$ cat src/rtl/sseg_pkg.sv
// sseg_pkg: segment patterns, scan FSM states and digit count shared by the display monitors.
package sseg_pkg;
  localparam int NUM_DIGITS = 8;
  localparam logic [6:0] SSEG_0 = 7'h40;
  localparam logic [6:0] SSEG_1 = 7'h79;
  localparam logic [6:0] SSEG_2 = 7'h24;
  localparam logic [6:0] SSEG_3 = 7'h30;
  localparam logic [6:0] SSEG_4 = 7'h19;
  localparam logic [6:0] SSEG_5 = 7'h12;
  localparam logic [6:0] SSEG_6 = 7'h02;
  localparam logic [6:0] SSEG_7 = 7'h78;
  localparam logic [6:0] SSEG_8 = 7'h00;
  localparam logic [6:0] SSEG_9 = 7'h10;
  localparam logic [6:0] SSEG_A = 7'h08;
  localparam logic [6:0] SSEG_B = 7'h03;
  localparam logic [6:0] SSEG_C = 7'h46;
  localparam logic [6:0] SSEG_D = 7'h21;
  localparam logic [6:0] SSEG_E = 7'h06;
  localparam logic [6:0] SSEG_F = 7'h0E;
  localparam logic [6:0] SSEG_BLANK = 7'h7F;
  localparam logic [15:0][6:0] SSEG_TABLE = {SSEG_F, SSEG_E, SSEG_D, SSEG_C, SSEG_B, SSEG_A, SSEG_9, SSEG_8,
                                             SSEG_7, SSEG_6, SSEG_5, SSEG_4, SSEG_3, SSEG_2, SSEG_1, SSEG_0};
  typedef enum logic [1:0] {S_IDLE, S_SETTLE, S_HELD} state_t;
endpackage

$ cat src/rtl/sseg_pattern_decode.sv
// sseg_pattern_decode: inverse hex table; active-low segments to nibble plus legality flag.
module sseg_pattern_decode
  import sseg_pkg::*;
(
  input  logic [6:0] sseg,
  output logic [3:0] nibble,
  output logic       legal
);
  always_comb begin
    nibble = '0;
    legal = 1'b0;
    for (int k = 0; k < 16; k++)
      if (sseg == SSEG_TABLE[k]) begin
        nibble = 4'(k);
        legal = 1'b1;
      end
  end
endmodule

$ cat src/rtl/sseg_scan_decoder.sv
// sseg_scan_decoder: rebuilds the eight hex digits and DP bits from the multiplexed display lines.
// SSEG_ERRCNT_EN enables the saturating illegal-pattern counter on err_count.
module sseg_scan_decoder
  import sseg_pkg::*;
#(
  parameter int STABLE_CYCLES = 4,
  parameter int TIMEOUT = 1000000
) (
  input  logic        CLK100MHZ,
  input  logic        CPU_RESETN,
  input  logic [7:0]  AN,
  input  logic [6:0]  sseg,
  input  logic        DP,
  output logic [31:0] digits,
  output logic [7:0]  dp_out,
  output logic [7:0]  digit_valid,
  output logic [7:0]  digit_err,
  output logic        upd,
  output logic [2:0]  upd_idx,
  output logic [15:0] err_count
);
  localparam int AW = $clog2(TIMEOUT + 1);
  logic [15:0] s1, s2, s3;
  logic [7:0] cnt, cnt_nxt;
  state_t state, state_nxt;
  logic onehot, changed, cap, legal;
  logic [2:0] idx;
  logic [3:0] nib;
  logic [AW-1:0] age [NUM_DIGITS];
  // s2 = {AN, sseg, DP} after two flops; s3 is the previous s2 for change detection
  always_ff @(posedge CLK100MHZ or negedge CPU_RESETN)
    if (!CPU_RESETN) begin
      s1 <= '0;
      s2 <= '0;
      s3 <= '0;
    end else begin
      s1 <= {AN, sseg, DP};
      s2 <= s1;
      s3 <= s2;
    end
  assign onehot = $onehot(~s2[15:8]);
  assign changed = s2 != s3;
  always_comb begin
    idx = '0;
    for (int i = 0; i < NUM_DIGITS; i++)
      if (!s2[8+i]) idx = 3'(i);
  end
  sseg_pattern_decode u_dec (.sseg(s2[7:1]), .nibble(nib), .legal(legal));
  always_ff @(posedge CLK100MHZ or negedge CPU_RESETN)
    if (!CPU_RESETN) begin
      state <= S_IDLE;
      cnt <= '0;
    end else begin
      state <= state_nxt;
      cnt <= cnt_nxt;
    end
  always_comb begin
    state_nxt = state;
    cnt_nxt = cnt;
    cap = 1'b0;
    case (state)
      S_IDLE:
        if (onehot) begin
          state_nxt = S_SETTLE;
          cnt_nxt = 8'd1;
        end
      S_SETTLE:
        if (!onehot) state_nxt = S_IDLE;
        else if (changed) cnt_nxt = 8'd1;
        else if (cnt >= 8'(STABLE_CYCLES - 1)) begin
          cap = 1'b1;
          state_nxt = S_HELD;
        end else cnt_nxt = cnt + 8'd1;
      S_HELD:
        if (!onehot) state_nxt = S_IDLE;
        else if (changed) begin
          state_nxt = S_SETTLE;
          cnt_nxt = 8'd1;
        end
      default: state_nxt = S_IDLE;
    endcase
  end
  // a capture on a digit overrides its timeout in the same cycle
  always_ff @(posedge CLK100MHZ or negedge CPU_RESETN)
    if (!CPU_RESETN) begin
      digits <= '0;
      dp_out <= '0;
      digit_valid <= '0;
      digit_err <= '0;
      upd <= 1'b0;
      upd_idx <= '0;
      for (int i = 0; i < NUM_DIGITS; i++) age[i] <= '0;
    end else begin
      upd <= cap;
      if (cap) upd_idx <= idx;
      for (int i = 0; i < NUM_DIGITS; i++)
        if (cap && idx == 3'(i)) begin
          if (legal) digits[4*i +: 4] <= nib;
          digit_valid[i] <= legal;
          digit_err[i] <= !legal;
          dp_out[i] <= ~s2[0];
          age[i] <= '0;
        end else if (digit_valid[i]) begin
          age[i] <= age[i] + 1'b1;
          if (age[i] == AW'(TIMEOUT - 1)) digit_valid[i] <= 1'b0;
        end
    end
`ifdef SSEG_ERRCNT_EN
  logic [15:0] err_q;
  always_ff @(posedge CLK100MHZ or negedge CPU_RESETN)
    if (!CPU_RESETN) err_q <= '0;
    else if (cap && !legal && err_q != 16'hFFFF) err_q <= err_q + 16'd1;
  assign err_count = err_q;
`else
  assign err_count = 16'h0000;
`endif
endmodule

$ cat config.mk
export PLATFORM = sky130hd
export DESIGN_NAME = sseg_scan_decoder
export DESIGN_NICKNAME = d
export VERILOG_FILES = /design/src/rtl/sseg_pkg.sv /design/src/rtl/sseg_pattern_decode.sv /design/src/rtl/sseg_scan_decoder.sv
export SDC_FILE = /design/constraint.sdc
export NUM_CORES = 1
export LEC_CHECK = 0
export ABC_AREA = 1
export CORE_MARGIN = 5
export CORE_UTILIZATION = 55
export CTS_CLUSTER_DIAMETER = 40
export DETAILED_ROUTE_END_ITERATION = 12
export GPL_ROUTABILITY_DRIVEN = 0
export HOLD_SLACK_MARGIN = 0.12
export PLACE_DENSITY = 0.76
export RECOVER_POWER = 25
export SLEW_MARGIN = 20
export SYNTH_ARGS = -nofsm -noshare
export SYNTH_HDL_FRONTEND = slang
export SYNTH_SLANG_ARGS = --single-unit
$ cat constraint.sdc
create_clock -name CLK100MHZ -period 8.28 [get_ports CLK100MHZ]
set_input_delay 2.07 -clock CLK100MHZ [delete_from_list [all_inputs] [get_ports CLK100MHZ]]
set_output_delay 2.07 -clock CLK100MHZ [all_outputs]
set_load 0.05 [all_outputs]
# == Yosys cells after proc, flatten, opt, wreduce, memory -nomap -nowiden ==
# Index checks and enable logic that the tools add are counted.
# op_classes
addsub,16
n_lt_le_gt_ge,1
n_eq_ne,42
n_mux,96
bitwise_logic,2
reduce_logical,31
# op_table
operator,n
2-to-1 mux 20 bit,16
"adder 20 x 1 -> 20 bit, second input constant",8
"equality test 20 bit, second input constant",8
2-to-1 mux 8 bit,6
2-to-1 mux 1 bit,46
2-to-1 mux 4 bit,8
2-to-1 mux 3 bit,10
"equality test 7 bit, second input constant",4
one-hot mux 8 bit (3 select lines),1
"equality test 7 x 5 -> 1 bit, second input constant",3
"equality test 7 x 6 -> 1 bit, second input constant",3
2-to-1 mux 2 bit,8
inequality test 16 bit,1
AND reduction 2 bit,8
nonzero test 2 bit,8
"equality test 7 x 2 -> 1 bit, second input constant",2
"equality test 7 x 4 -> 1 bit, second input constant",2
"equality test 3 bit, second input constant",4
"inequality test 3 bit, second input constant",4
adder 1 x 1 -> 2 bit,4
"adder 8 x 1 -> 8 bit, second input constant",1
"greater-or-equal comparator 8 x 2 -> 1 bit, second input constant",1
logical AND 1 bit,8
"inequality test 2 bit, second input constant",4
18 further kinds,20
# word_totals
ff_bits,278
out_inout_bits,76
wordCells,228

# == Logic depth before layout (Yosys ltp) ==
# Gate-level depths: netlist of the first run.
# logic_depth
ltp_word,18
ltp_mapped,17
ltp_nobuf,16

# == Cells and area by module ==
# A second synthesis of the first run with hierarchy kept.
# unflattened
hier_cells,1772
area_unflattened_um2,14267.4
# by_module_without_submodules
module,n_inst,cells_per_inst,area_per_inst_um2
sseg_scan_decoder,1,1711,13970.9
sseg_pattern_decode,1,61,296.5

# == Worst setup path before layout of the first run ==
# No wires, ideal clock.
# synth_path
path_kind,reg-to-reg
startpoint,register s2[11]
endpoint,register digits[8]
setup_ps,120
arrival_ps,3790
t_required_ps,8160
setup_slack_ps,4371
path_stages_with_launch,18
period_less_slack_ps,3909
cell_sequence,dfrtp_1 -> inv_1 -> fa_1 -> fa_1 -> fa_1 -> ha_1 -> inv_1 -> fa_1 -> nand2_1 -> a21oi_1 -> nand2_1 -> nor2_1 -> nand4_4 -> nor2_4 -> buf_4 -> nand3_1 -> nand2_1 -> nand2_1
# synth_via
elab_chain_cells,9
# synth_rtl
element,line,text
from (decl),sseg_scan_decoder.sv:23,"logic [15:0] s1, s2, s3;"
from (signal assigned),sseg_scan_decoder.sv:34,s2 <= '0;
from (signal assigned),sseg_scan_decoder.sv:38,s2 <= s1;
NOT 8 bit,sseg_scan_decoder.sv:41,assign onehot = $onehot(~s2[15:8]);
adder 1 x 1 -> 2 bit (implied by the code),sseg_scan_decoder.sv:41,
adder 2 x 2 -> 3 bit (implied by the code),sseg_scan_decoder.sv:41,
adder 3 x 3 -> 4 bit (implied by the code),sseg_scan_decoder.sv:41,
equality test 4 x 1 -> 1 bit,sseg_scan_decoder.sv:41,
2-to-1 mux 1 bit,sseg_scan_decoder.sv:68,if (!onehot) state_nxt = S_IDLE;
2-to-1 mux 1 bit,sseg_scan_decoder.sv:61,case (state)
logical AND 1 bit *,sseg_scan_decoder.sv:97,if (cap && idx == 3'(i)) begin
AND reduction 2 bit (no line) *,n/a,
"to (signal, indexed assignment)",sseg_scan_decoder.sv:98,if (legal) digits[4*i +: 4] <= nib;
to (decl),sseg_scan_decoder.sv:14,"output logic [31:0] digits,"
# Mark *: on every way between the ends. The rest lies on a longest branch, timed or not.
# A chain may end at the register's enable or synchronous reset.

# == Final worst setup path of the first run ==
# layout_path
startpoint,register s2[11]
endpoint,register age[63] in the netlist's numbering
# layout_via
elab_chain_cells,9
# layout_rtl
element,line,text
NOT 8 bit,sseg_scan_decoder.sv:41,
adder 1 x 1 -> 2 bit (implied by the code),sseg_scan_decoder.sv:41,
adder 2 x 2 -> 3 bit (implied by the code),sseg_scan_decoder.sv:41,
adder 3 x 3 -> 4 bit (implied by the code),sseg_scan_decoder.sv:41,
equality test 4 x 1 -> 1 bit,sseg_scan_decoder.sv:41,
2-to-1 mux 1 bit,sseg_scan_decoder.sv:68,
2-to-1 mux 1 bit,sseg_scan_decoder.sv:61,
logical AND 1 bit *,sseg_scan_decoder.sv:97,
2-to-1 mux 20 bit / nonzero test 2 bit (equally long branches),n/a,
"to (signal, indexed assignment)",sseg_scan_decoder.sv:104,age[i] <= age[i] + 1'b1;
to (decl),sseg_scan_decoder.sv:29,logic [AW-1:0] age [NUM_DIGITS];
# Marked as above.

==> results of run 1 <==
[cells by family (layout without fill, tap and decap cells)]
kind of cell	after synthesis	after routing	share of synthesized area
other	1	16	0.000262
XOR/XNOR	60	60	0.0368
flip-flops	278	278	0.487
buffers and inverters	381	480	0.107
multiplexers	1	1	0.000788
adder cells (fa/ha/maj)	16	16	0.0161
AND/OR/NAND/NOR	1005	1005	0.321
AO/OA/AOI/OAI	81	81	0.0314
[state kept, by name, indices dropped and copies added, names as in the netlist]
register and count:
upd_idx 3, cnt 8, age 160, s3 16, state 2, digit_valid 8
upd 1, s2 16, s1 16, dp_out 8, digits 32, digit_err 8
[worst max-delay path, cell delays in order, from the launching register on]
cell      delay [ns]
dfrtp_1         0.43
inv_1           0.10
fa_1            0.51
fa_1            0.43
fa_1            0.51
ha_1            0.16
inv_1           0.06
fa_1            0.48
nand2_1         0.05
a21oi_1         0.12
nand2_1         0.08
nor2_1          0.30
nand4_4         0.22
nor2_4          0.35
nand2_1         0.62
nand3b_1        0.32
inv_1           0.07
[cell usage after synthesis (7+ instances only)]
master    number  share of area
a21oi_1       19         0.0067
buf_2         18         0.0063
buf_4         19          0.010
clkbuf_1      14         0.0037
dfrtp_1      278           0.49
ha_1          12          0.011
inv_1        319          0.084
inv_2          7         0.0018
nand2_1      451           0.12
nand3_1      189          0.066
nand3b_1      31          0.016
nand4_1       75          0.033
nor2_1       141          0.037
nor3_1        54          0.019
nor4_1        25          0.011
o21ai_0       41          0.014
o21bai_1       7         0.0037
or2_2         22         0.0096
xnor2_1       15         0.0092
xor2_1        45          0.028
[cells in the final DEF (no fill, tap or decap), types with 3 or more instances in the layout]
master / netlist / layout
o21ai_0: 41 / 41
a21oi_1: 19 / 19
o21ai_1: 4 / 4
dfrtp_1: 278 / 278
conb_1: 1 / 16
inv_6: 0 / 8
clkinv_4: 0 / 3
nand3b_1: 31 / 31
nand2_2: 4 / 4
nor4_1: 25 / 25
xor2_1: 45 / 45
nand2_1: 451 / 451
xnor2_1: 15 / 15
or2_2: 22 / 22
clkinvlp_4: 0 / 3
nand3_1: 189 / 189
clkbuf_16: 0 / 41
inv_1: 319 / 319
clkinv_2: 0 / 7
clkbuf_8: 0 / 3
nor2_2: 3 / 3
nor2_4: 3 / 3
clkdlybuf4s50_1: 0 / 60
dlygate4sd3_1: 0 / 16
ha_1: 12 / 12
nor2_1: 141 / 141
clkbuf_1: 14 / 4
nor3_1: 54 / 54
inv_2: 7 / 7
fa_1: 4 / 4
nand4_1: 75 / 75
o21bai_1: 7 / 7
[metal layers]
layer	share of wire	vias to the layer above
met2	0.48	306
met5	0	-
met3	0.061	65
met1	0.44	5633
li1	-	5916
met4	0.024	0
[layout make-up]
class / instances / area, um2 / area share
Sequential cell: 278 / 6960 / 0.419
Clock buffer: 48 / 1080 / 0.0652
Inverter: 327 / 1230 / 0.0739
Clock inverter: 24 / 225 / 0.0136
Tap cell: 335 / 419 / 0.0252
Timing Repair Buffer: 81 / 830 / 0.0500
Multi-Input combinational cell: 1179 / 5860 / 0.353
[worst min path at each step]
stage          start  endpoint  slack, ns  cells after the start
2_1_floorplan  s1[0]     s2[0]       0.33                      0
3_3_place_gp   s1[4]     s2[4]       0.33                      0
3_5_place_dp   s1[0]     s2[0]       0.33                      0
4_1_cts        s1[5]     s2[5]       0.35                      0
5_1_grt        s1[5]     s2[5]       0.35                      0
6_report       s1[5]     s2[5]       0.34                      0
[power groups by stage]
stage | Sequential (W) | Clock, W | Combinational, W
2_1_floorplan | 0.00141 | 0 | 0.0000925
3_3_place_gp | 0.00141 | 0 | 0.000134
6_report | 0.00139 | 0.00165 | 0.000139
4_1_cts | 0.00139 | 0.00168 | 0.000139
3_5_place_dp | 0.00141 | 0 | 0.000138
5_1_grt | 0.00139 | 0.00175 | 0.000159
[per-stage QoR]
step           setup WS (ns)   util  hold WS (ns)  area, um2  power [W]
6_report                3.35  0.643         0.343      16600    0.00318
5_1_grt                 2.97  0.643         0.351      16600    0.00330
4_1_cts                 3.42  0.641         0.346      16600    0.00321
3_5_place_dp            3.48  0.591         0.335      15300    0.00155
3_3_place_gp            3.62  0.591         0.331      15300    0.00155
2_1_floorplan           4.37      -         0.331      14300    0.00150
==> flow_metrics.py, run 1 <==
metrics = {
    "run_status": {
        "status": "complete, no violations",
    },
    "logic_synthesis": {
        "syn_avg_cell_area_um2": 7.84,
        "syn_area_um2": 14300,
        "synthArstFlopShare": 1.00,
        "synthFlopType": "dfrtp_1",
        "yosysSeqAreaShare": 0.487,
        "synthCells": 1823,
        "ys_seq_elements": 278,
        "synth_edf_count": 0,
        "synth_cell_types": 44,
        "yosysWarnings": 0,
    },
    "cts": {
        "cts_max_path_buffers": 3,
        "root_buffer": "clkbuf_16",
        "holdBufCountCts": 0,
        "numCtsBuffers": 41,
        "numClockSinks": 278,
        "post-cts-setup-buffers": 0,
        "cts_resized": 0,
        "worst_skew_pair.late_latency_ns": 0.52,
        "path_clk_slew_ns": 0.05,
        "htree_levels": 2,
        "cts_tree": "done",
    },
    "setup_path": {
        "endpoint": "age[63]",
        "path_class": "reg -> reg",
        "rr_startpoint": "s2[11]",
        "regToRegEndpoint": "age[63]",
        "r2r_cells": 16,
        "r2r_slack_ns": 3.35,
        "start_kind": "register",
        "arrival_ns": 5.32,
        "crit_required_ns": 8.67,
        "crit_start": "s2[11]",
        "crit_fanout": 23,
        "critPathCaptureType": "register",
    },
    "timing": {
        "layout_min_cycle_time_ns": 4.93,
        "skew_ns": 0.0249,
        "rsz0062_at_grt": "no",
        "fin_setup_tns_ns": 0,
        "relSlewSlack": 0.389,
        "finalSetupViolCount": 0,
        "timing.final.hold_violations": 0,
        "timing.fmax_mhz": 203,
        "fin_crit_sh": 0.596,
        "slew_violations": 0,
        "worst_pin_slew_ns": 0.917,
    },
    "routing": {
        "post-route-drc-count": 0,
        "wl_per_cell_um": 14.1,
        "drt_iter0_drc": 925,
        "vias_per_cell": 5.25,
        "first_pass_iters": 7,
        "routed_wl_um": 31900,
        "postRouteAntennaNets": 0,
        "num_vias": 11900,
    },
    "pwr": {
        "pwr-share-clk": 0.519,
        "seqPwrFrac": 0.438,
        "switching_share": 0.238,
        "vdd.ir_drop.worst_uv": 176,
        "netSwitchingPower_w": 0.000757,
        "combPwrFrac": 0.044,
        "intPower_w": 0.00242,
        "p_leak_nw": 9.06,
        "power_density_nw_per_um2": 191,
    },
    "die": {
        "std_cell_rows": 59,
        "fp.dieH_um": 171,
        "start_util": 0.553,
        "fp.dieW_um": 171,
        "ioPinCount": 94,
        "die_area_um2": 29300,
        "fp.coreArea_um2": 25800,
    },
    "global_routing": {
        "antenna_found_initial": 0,
        "grt_max_degree": 121,
        "first_global_vias": 11700,
        "grtUsageMet1": 0.298,
        "grt_use_met3": 0.0478,
        "groute.usage.overall": 0.224,
        "overflow": 0,
        "grt.busiest_layer": "met2",
        "use_met2": 0.372,
        "grt_pass1_wl_um": 54800,
    },
    "placed_design": {
        "port_buffers": 77,
        "place_hpwl_um": 21900,
        "dpl.cell_count": 2199,
    },
    "finish": {
        "drive_gt1_frac": 0.0609,
        "num_antenna_cells": 0,
        "syn_to_final_growth_pct": 16.2,
        "finalNonFillerCells": 2272,
        "fillers": 2198,
        "final_nets": 1942,
    },
    "flow_run": {
        "drv_cap": 0,
    },
    "min_path": {
        "hp-class": "reg -> reg",
    },
}
No activity file was read; power rests on OpenSTA's default activity.
==> run 2, diff against run 1 <==
CORE_UTILIZATION = 54   (was 55)
PLACE_DENSITY = 0.78   (was 0.76)
clock period = 4.25 ns   (was 8.28 ns; I/O delays follow)
==> run 2 against run 1 <==
  * Worst hold slack about the same
  * Critical endpoint is now dp_out[2]
  * Cell count up 1.4%
  * Maximum frequency up 21%
  * Wire length up 2.8%
  * Clock skew about the same
  * Critical path type unchanged
  * Power up 100%
  * The run now ends with max-capacitance violations, max-slew violations left
  * Non-clock buffer count up 28
  * Clock power up 110%
  * Sequential power up 95%
==> flow_metrics.py, run 2 (synthesis results as in run 1) <==
metrics = {
    "routing": {
        "wl_per_cell_um": 14.3,
        "first_pass_iters": 5,
        "post-route-drc-count": 0,
        "routed_wl_um": 32800,
        "drt_iter0_drc": 738,
        "postRouteAntennaNets": 0,
        "num_vias": 12200,
        "vias_per_cell": 5.29,
    },
    "setup_path": {
        "critical_path.max_stage_delay_ns": 0.50,
        "cp_num_cells": 18,
        "regToRegEndpoint": "dp_out[2]",
        "arrival_ns": 4.46,
        "rr_startpoint": "s2[9]",
        "start_kind": "register",
        "crit_family": "adder cells",
        "path_class": "reg -> reg",
        "crit_fanout": 20,
        "critPathCaptureType": "register",
        "r2r_slack_ns": 0.17,
        "cpMaxStageDelayCell": "fa_1",
        "r2r_cells": 18,
        "crit_required_ns": 4.63,
        "crit_chain": "inv_2 -> fa_1 -> fa_1 -> fa_1 -> ha_2 -> inv_1 -> fa_1 -> nand2_1 -> a21oi_2 -> nand2_1 -> nor2_4 -> nand4_4 -> nor2_4 -> buf_6 -> nand2_1 -> buf_4 -> nand2_1 -> o21ai_1",
        "crit_buf_inv": 4,
    },
    "timing": {
        "worst_pin_slew_ns": 2.94,
        "fin_crit_sh": 0.961,
        "layout_min_cycle_time_ns": 4.08,
        "fin_setup_tns_ns": 0,
        "timing.fmax_mhz": 245,
        "timing.final.hold_violations": 0,
        "skew_ns": 0.0245,
        "finalSetupViolCount": 0,
        "slew_violations": 115,
        "timing.final.ws_setup_ns": 0.167,
        "relSlewSlack": -0.962,
    },
    "min_path": {
        "hp-class": "reg -> reg",
        "hp-start": "s1[9]",
        "min_to": "s2[9]",
        "holdPathStages": 0,
    },
    "finish": {
        "fillers": 2049,
        "final_common_cell": "nand2_1",
        "final_nets": 1970,
        "largest_reg_flops": 160,
        "drive_gt1_frac": 0.0818,
        "utilization": 0.656,
        "max_flop_register": "age",
        "syn_to_final_growth_pct": 19.7,
        "top_regs": "age x160, digits x32",
        "num_antenna_cells": 0,
        "final_cell_mix": "449 x nand2_1, 316 x inv_1, 278 x dfrtp_1, 187 x nand3_1, 140 x nor2_1",
    },
    "cts": {
        "cts_max_path_buffers": 3,
        "path_clk_slew_ns": 0.06,
        "cts_tree": "done",
        "numCtsBuffers": 41,
        "worst_skew_pair.late_latency_ns": 0.54,
        "root_buffer": "clkbuf_16",
        "htree_levels": 2,
        "numClockSinks": 278,
    },
    "die": {
        "std_cell_rows": 59,
        "fp.dieW_um": 173,
        "die_area_um2": 29800,
        "ioPinCount": 94,
        "start_util": 0.548,
        "fp.coreArea_um2": 26100,
        "fp.dieH_um": 173,
    },
    "flow_run": {
        "drv_cap": 1,
    },
    "placed_design": {
        "port_buffers": 77,
        "place_hpwl_um": 22600,
        "pre_cts_slack_ns": -0.0625,
    },
    "run_status": {
        "violations": "max-capacitance violations, max-slew violations",
        "status": "finished, violations left",
    },
    "global_routing": {
        "first_global_vias": 11900,
        "grt_max_degree": 117,
        "antenna_found_initial": 0,
        "grt_use_met3": 0.0358,
        "grt.busiest_layer": "met2",
        "grtUsageMet1": 0.286,
        "use_met2": 0.357,
        "grt_pass1_wl_um": 55300,
        "groute.usage.overall": 0.215,
        "overflow": 0,
    },
    "pwr": {
        "power_w": 0.00642,
        "vdd.ir_drop.worst_uv": 380,
        "power_density_nw_per_um2": 375,
        "p_leak_nw": 9.35,
    },
}
run 2: area by class of cell:
class / instances / area [um2] / area share
clock inverters: 26 / 293 / 0.0171
clock buffers: 49 / 1140 / 0.0665
flip-flops and latches: 278 / 6960 / 0.407
repair buffers: 109 / 1170 / 0.0682
well taps: 335 / 419 / 0.0245
multi-input cells: 1179 / 5900 / 0.345
inverters: 327 / 1230 / 0.0718
run 2: power by group:
part	internal, W	total, W	switching (W)
clock network	0.00209	0.00343	0.00134
registers	0.00268	0.00271	0.0000258
logic	0.0000708	0.000283	0.000212
total	0.00484	0.00642	0.00158
run 2: how the worst max path moves through the flow:
stage | slack (ns) | to | start
after CTS | 0.01 | dp_out[5] | s2[8]
after global placement | 0.10 | dp_out[5] | s2[8]
after detailed placement | -0.06 | dp_out[5] | s2[8]
after global routing | -0.003 | age[73] | s2[11]
final | 0.17 | dp_out[2] | s2[9]
after floorplan | 0.34 | digits[8] | s2[11]
run 2: through the flow:
step                hold slack [ns]  cell area [um2]  std cells
global route                  0.343            17100       2303
global placement              0.332            15500       2218
finish                        0.344            17100       2303
detailed placement            0.335            15500       2218
floorplan                     0.331            14300       1838
CTS                           0.343            16900       2295
run 2: repair_timing:
action / CTS / global route
pin swaps: 1 / 7
endpoints found under the hold margin: 0 / 0
gates resized for setup: 0 / 22
cloned: 0 / 4
buffers inserted: 2 / 4
endpoints found under the setup margin: 14 / 202
hold buffers: 0 / 0
run 2: metal layers:
layer	up-vias	routed length [um]	share of wire
met5	-	0	0
met4	0	1140	0.035
met3	91	1750	0.053
met2	317	15800	0.48
met1	5772	14200	0.43
li1	5996	-	-
==> run 3, diff against run 2 <==
CTS_CLUSTER_DIAMETER = 200   (was 40)
==> run 3 against run 2 <==
  * The flow still finishes with violations (max-capacitance violations, max-slew violations)
  * Clock skew shrank 0.0028 ns
  * Critical path type unchanged
  * Cell count fell by 0.74%
  * Global-route usage shrank 0.35 points
  * Non-clock buffer count rose by 4
  * Die area did not move
  * Combinational power increased by 2%
  * Power down 13%
  * Sequential power barely moved
  * Core utilization shrank 1.5 points
  * Sequential cell count unchanged
==> flow_metrics.py, run 3 (synthesis results as in run 1) <==
metrics = {
    "setup_path": {
        "crit_chain": "inv_2 -> fa_1 -> fa_1 -> fa_1 -> ha_2 -> inv_1 -> fa_1 -> nand2_1 -> a21oi_2 -> nand2_2 -> nor2_4 -> nand4_4 -> nor2_4 -> buf_6 -> buf_4 -> nand3_1 -> nand2_1 -> nand2_1",
        "critPathCaptureType": "register",
        "regToRegEndpoint": "digits[12]",
        "rr_startpoint": "s2[11]",
        "crit_required_ns": 4.71,
        "r2r_slack_ns": 0.14,
        "cpMaxStageDelayCell": "fa_1",
        "crit_fanout": 5,
        "critical_path.max_stage_delay_ns": 0.56,
        "path_class": "reg -> reg",
        "r2r_cells": 18,
        "start_kind": "register",
        "arrival_ns": 4.57,
        "cp_common_cell": "fa_1",
    },
    "pwr": {
        "power_density_nw_per_um2": 333,
        "vdd.ir_drop.worst_uv": 333,
        "p_leak_nw": 9.10,
    },
    "timing": {
        "relSlewSlack": -0.970,
        "finalSetupViolCount": 0,
        "fin_hold_ws_ns": 0.348,
        "skew_ns": 0.0217,
        "timing.fmax_mhz": 243,
        "worst_pin_slew_ns": 2.95,
        "rsz0062_at_grt": "yes",
        "timing.final.hold_violations": 0,
        "layout_min_cycle_time_ns": 4.11,
        "fin_crit_sh": 0.968,
        "slew_violations": 115,
    },
    "cts": {
        "numCtsBuffers": 29,
        "htree_levels": 1,
        "numClockSinks": 278,
        "cts_tree": "done",
        "root_buffer": "clkbuf_16",
        "path_clk_slew_ns": 0.06,
        "cts_max_path_buffers": 3,
        "worst_skew_pair.late_latency_ns": 0.57,
    },
    "placed_design": {
        "port_buffers": 77,
        "place_area_um2": 15500,
        "place_hpwl_um": 22600,
    },
    "die": {
        "std_cell_rows": 59,
        "die_area_um2": 29800,
        "ioPinCount": 94,
        "fp.dieW_um": 173,
        "fp.dieH_um": 173,
        "fp.coreArea_um2": 26100,
        "start_util": 0.548,
    },
    "finish": {
        "drive_gt1_frac": 0.0723,
        "largest_reg_flops": 160,
        "num_antenna_cells": 0,
        "final_nets": 1962,
        "final_cell_mix": "448 x nand2_1, 316 x inv_1, 278 x dfrtp_1, 186 x nand3_1, 140 x nor2_1",
        "fin_area_um2": 16700,
        "final_common_cell": "nand2_1",
        "syn_to_final_growth_pct": 17.0,
        "fillers": 2095,
        "top_regs": "age x160, digits x32",
        "max_flop_register": "age",
    },
    "run_status": {
        "violations": "max-capacitance violations, max-slew violations",
        "status": "finished, violations left",
    },
    "routing": {
        "routed_wl_um": 32400,
        "first_pass_iters": 5,
        "drt_iter0_drc": 818,
        "vias_per_cell": 5.27,
        "wl_per_cell_um": 14.2,
        "post-route-drc-count": 0,
        "postRouteAntennaNets": 0,
        "num_vias": 12100,
    },
    "global_routing": {
        "grt_max_degree": 117,
        "grt_pass1_wl_um": 54800,
        "groute.usage.overall": 0.211,
        "first_global_vias": 11800,
        "overflow": 0,
        "antenna_found_initial": 0,
    },
    "min_path": {
        "hp-class": "reg -> reg",
        "holdPathStages": 0,
        "hp-start": "s1[4]",
        "min_to": "s2[4]",
    },
    "flow_run": {
        "drv_cap": 1,
    },
}
==> run 3: cell types whose count changed in the layout (fill, tap and decap cells not counted), moves of 2 or more <==
cell / before / now
clkinvlp_4: 2 / 6
inv_6: 7 / 1
buf_6: 5 / 3
nand2_8: 0 / 2
clkinv_4: 7 / 1
clkbuf_16: 46 / 33
inv_8: 3 / 0
nand2_4: 3 / 1
clkbuf_1: 2 / 7
buf_4: 16 / 22
==> run 3: stage by stage <==
stage	worst slack, ns	utilization	setup TNS [ns]	instances	power [W]
after CTS	0.0408	0.632	0	2275	0.00561
after global placement	0.105	0.593	0	2218	0.00302
final	0.135	0.641	0	2286	0.00557
after floorplan	0.341	-	0	1838	0.00292
after detailed placement	-0.0625	0.593	-0.501	2218	0.00303
after global routing	-0.0513	0.641	-0.287	2286	0.00577
==> run 3: power by group <==
group          internal [W]  switching (W)
clock               0.00148        0.00110
combinational     0.0000754       0.000214
sequential          0.00268      0.0000259
==> run 3: cell type report <==
| class | instances | area [um2] | share of cell area |
|---|---|---|---|
| Clock buffer | 41 | 821 | 0.0491 |
| Tap cell | 335 | 419 | 0.0251 |
| Sequential cell | 278 | 6960 | 0.416 |
| Clock inverter | 13 | 153 | 0.00913 |
| Inverter | 327 | 1230 | 0.0735 |
| Multi-Input combinational cell | 1179 | 5930 | 0.355 |
| Timing Repair Buffer | 113 | 1200 | 0.0721 |
==> run 3: layer usage <==
layer | share of wire | wire length (um) | global-route usage
met5 | 0 | 0 | 0
met4 | 0.028 | 913 | 0.0665
met3 | 0.059 | 1920 | 0.0343
met2 | 0.49 | 15900 | 0.358
met1 | 0.42 | 13700 | 0.280
==> run 3: what timing repair did <==
| item | 4_1_cts | 5_1_grt |
|---|---|---|
| endpoints found under the setup margin | 15 | 190 |
| cloned | 0 | 4 |
| resized for setup | 2 | 23 |
| pin swaps | 1 | 6 |
| hold buffers | 0 | 0 |
| buffers inserted | 3 | 7 |
==> run 3: worst max-delay path, delay by kind of cell (launching register included) <==
family,cells,cell delay [ns]
adder cells (fa/ha/maj),5,2.16
AND/OR/NAND/NOR,8,1.00
buffers and inverters,4,0.37
flip-flops,1,0.36
AO/OA/AOI/OAI,1,0.11
==> run 3: worst max path at each step <==
stage	start	end	slack, ns
after floorplan	s2[11]	digits[8]	0.34
after global placement	s2[8]	dp_out[5]	0.10
after detailed placement	s2[8]	dp_out[5]	-0.06
after CTS	s2[8]	dp_out[4]	0.04
after global routing	s2[11]	digits[12]	-0.05
final	s2[11]	digits[12]	0.14
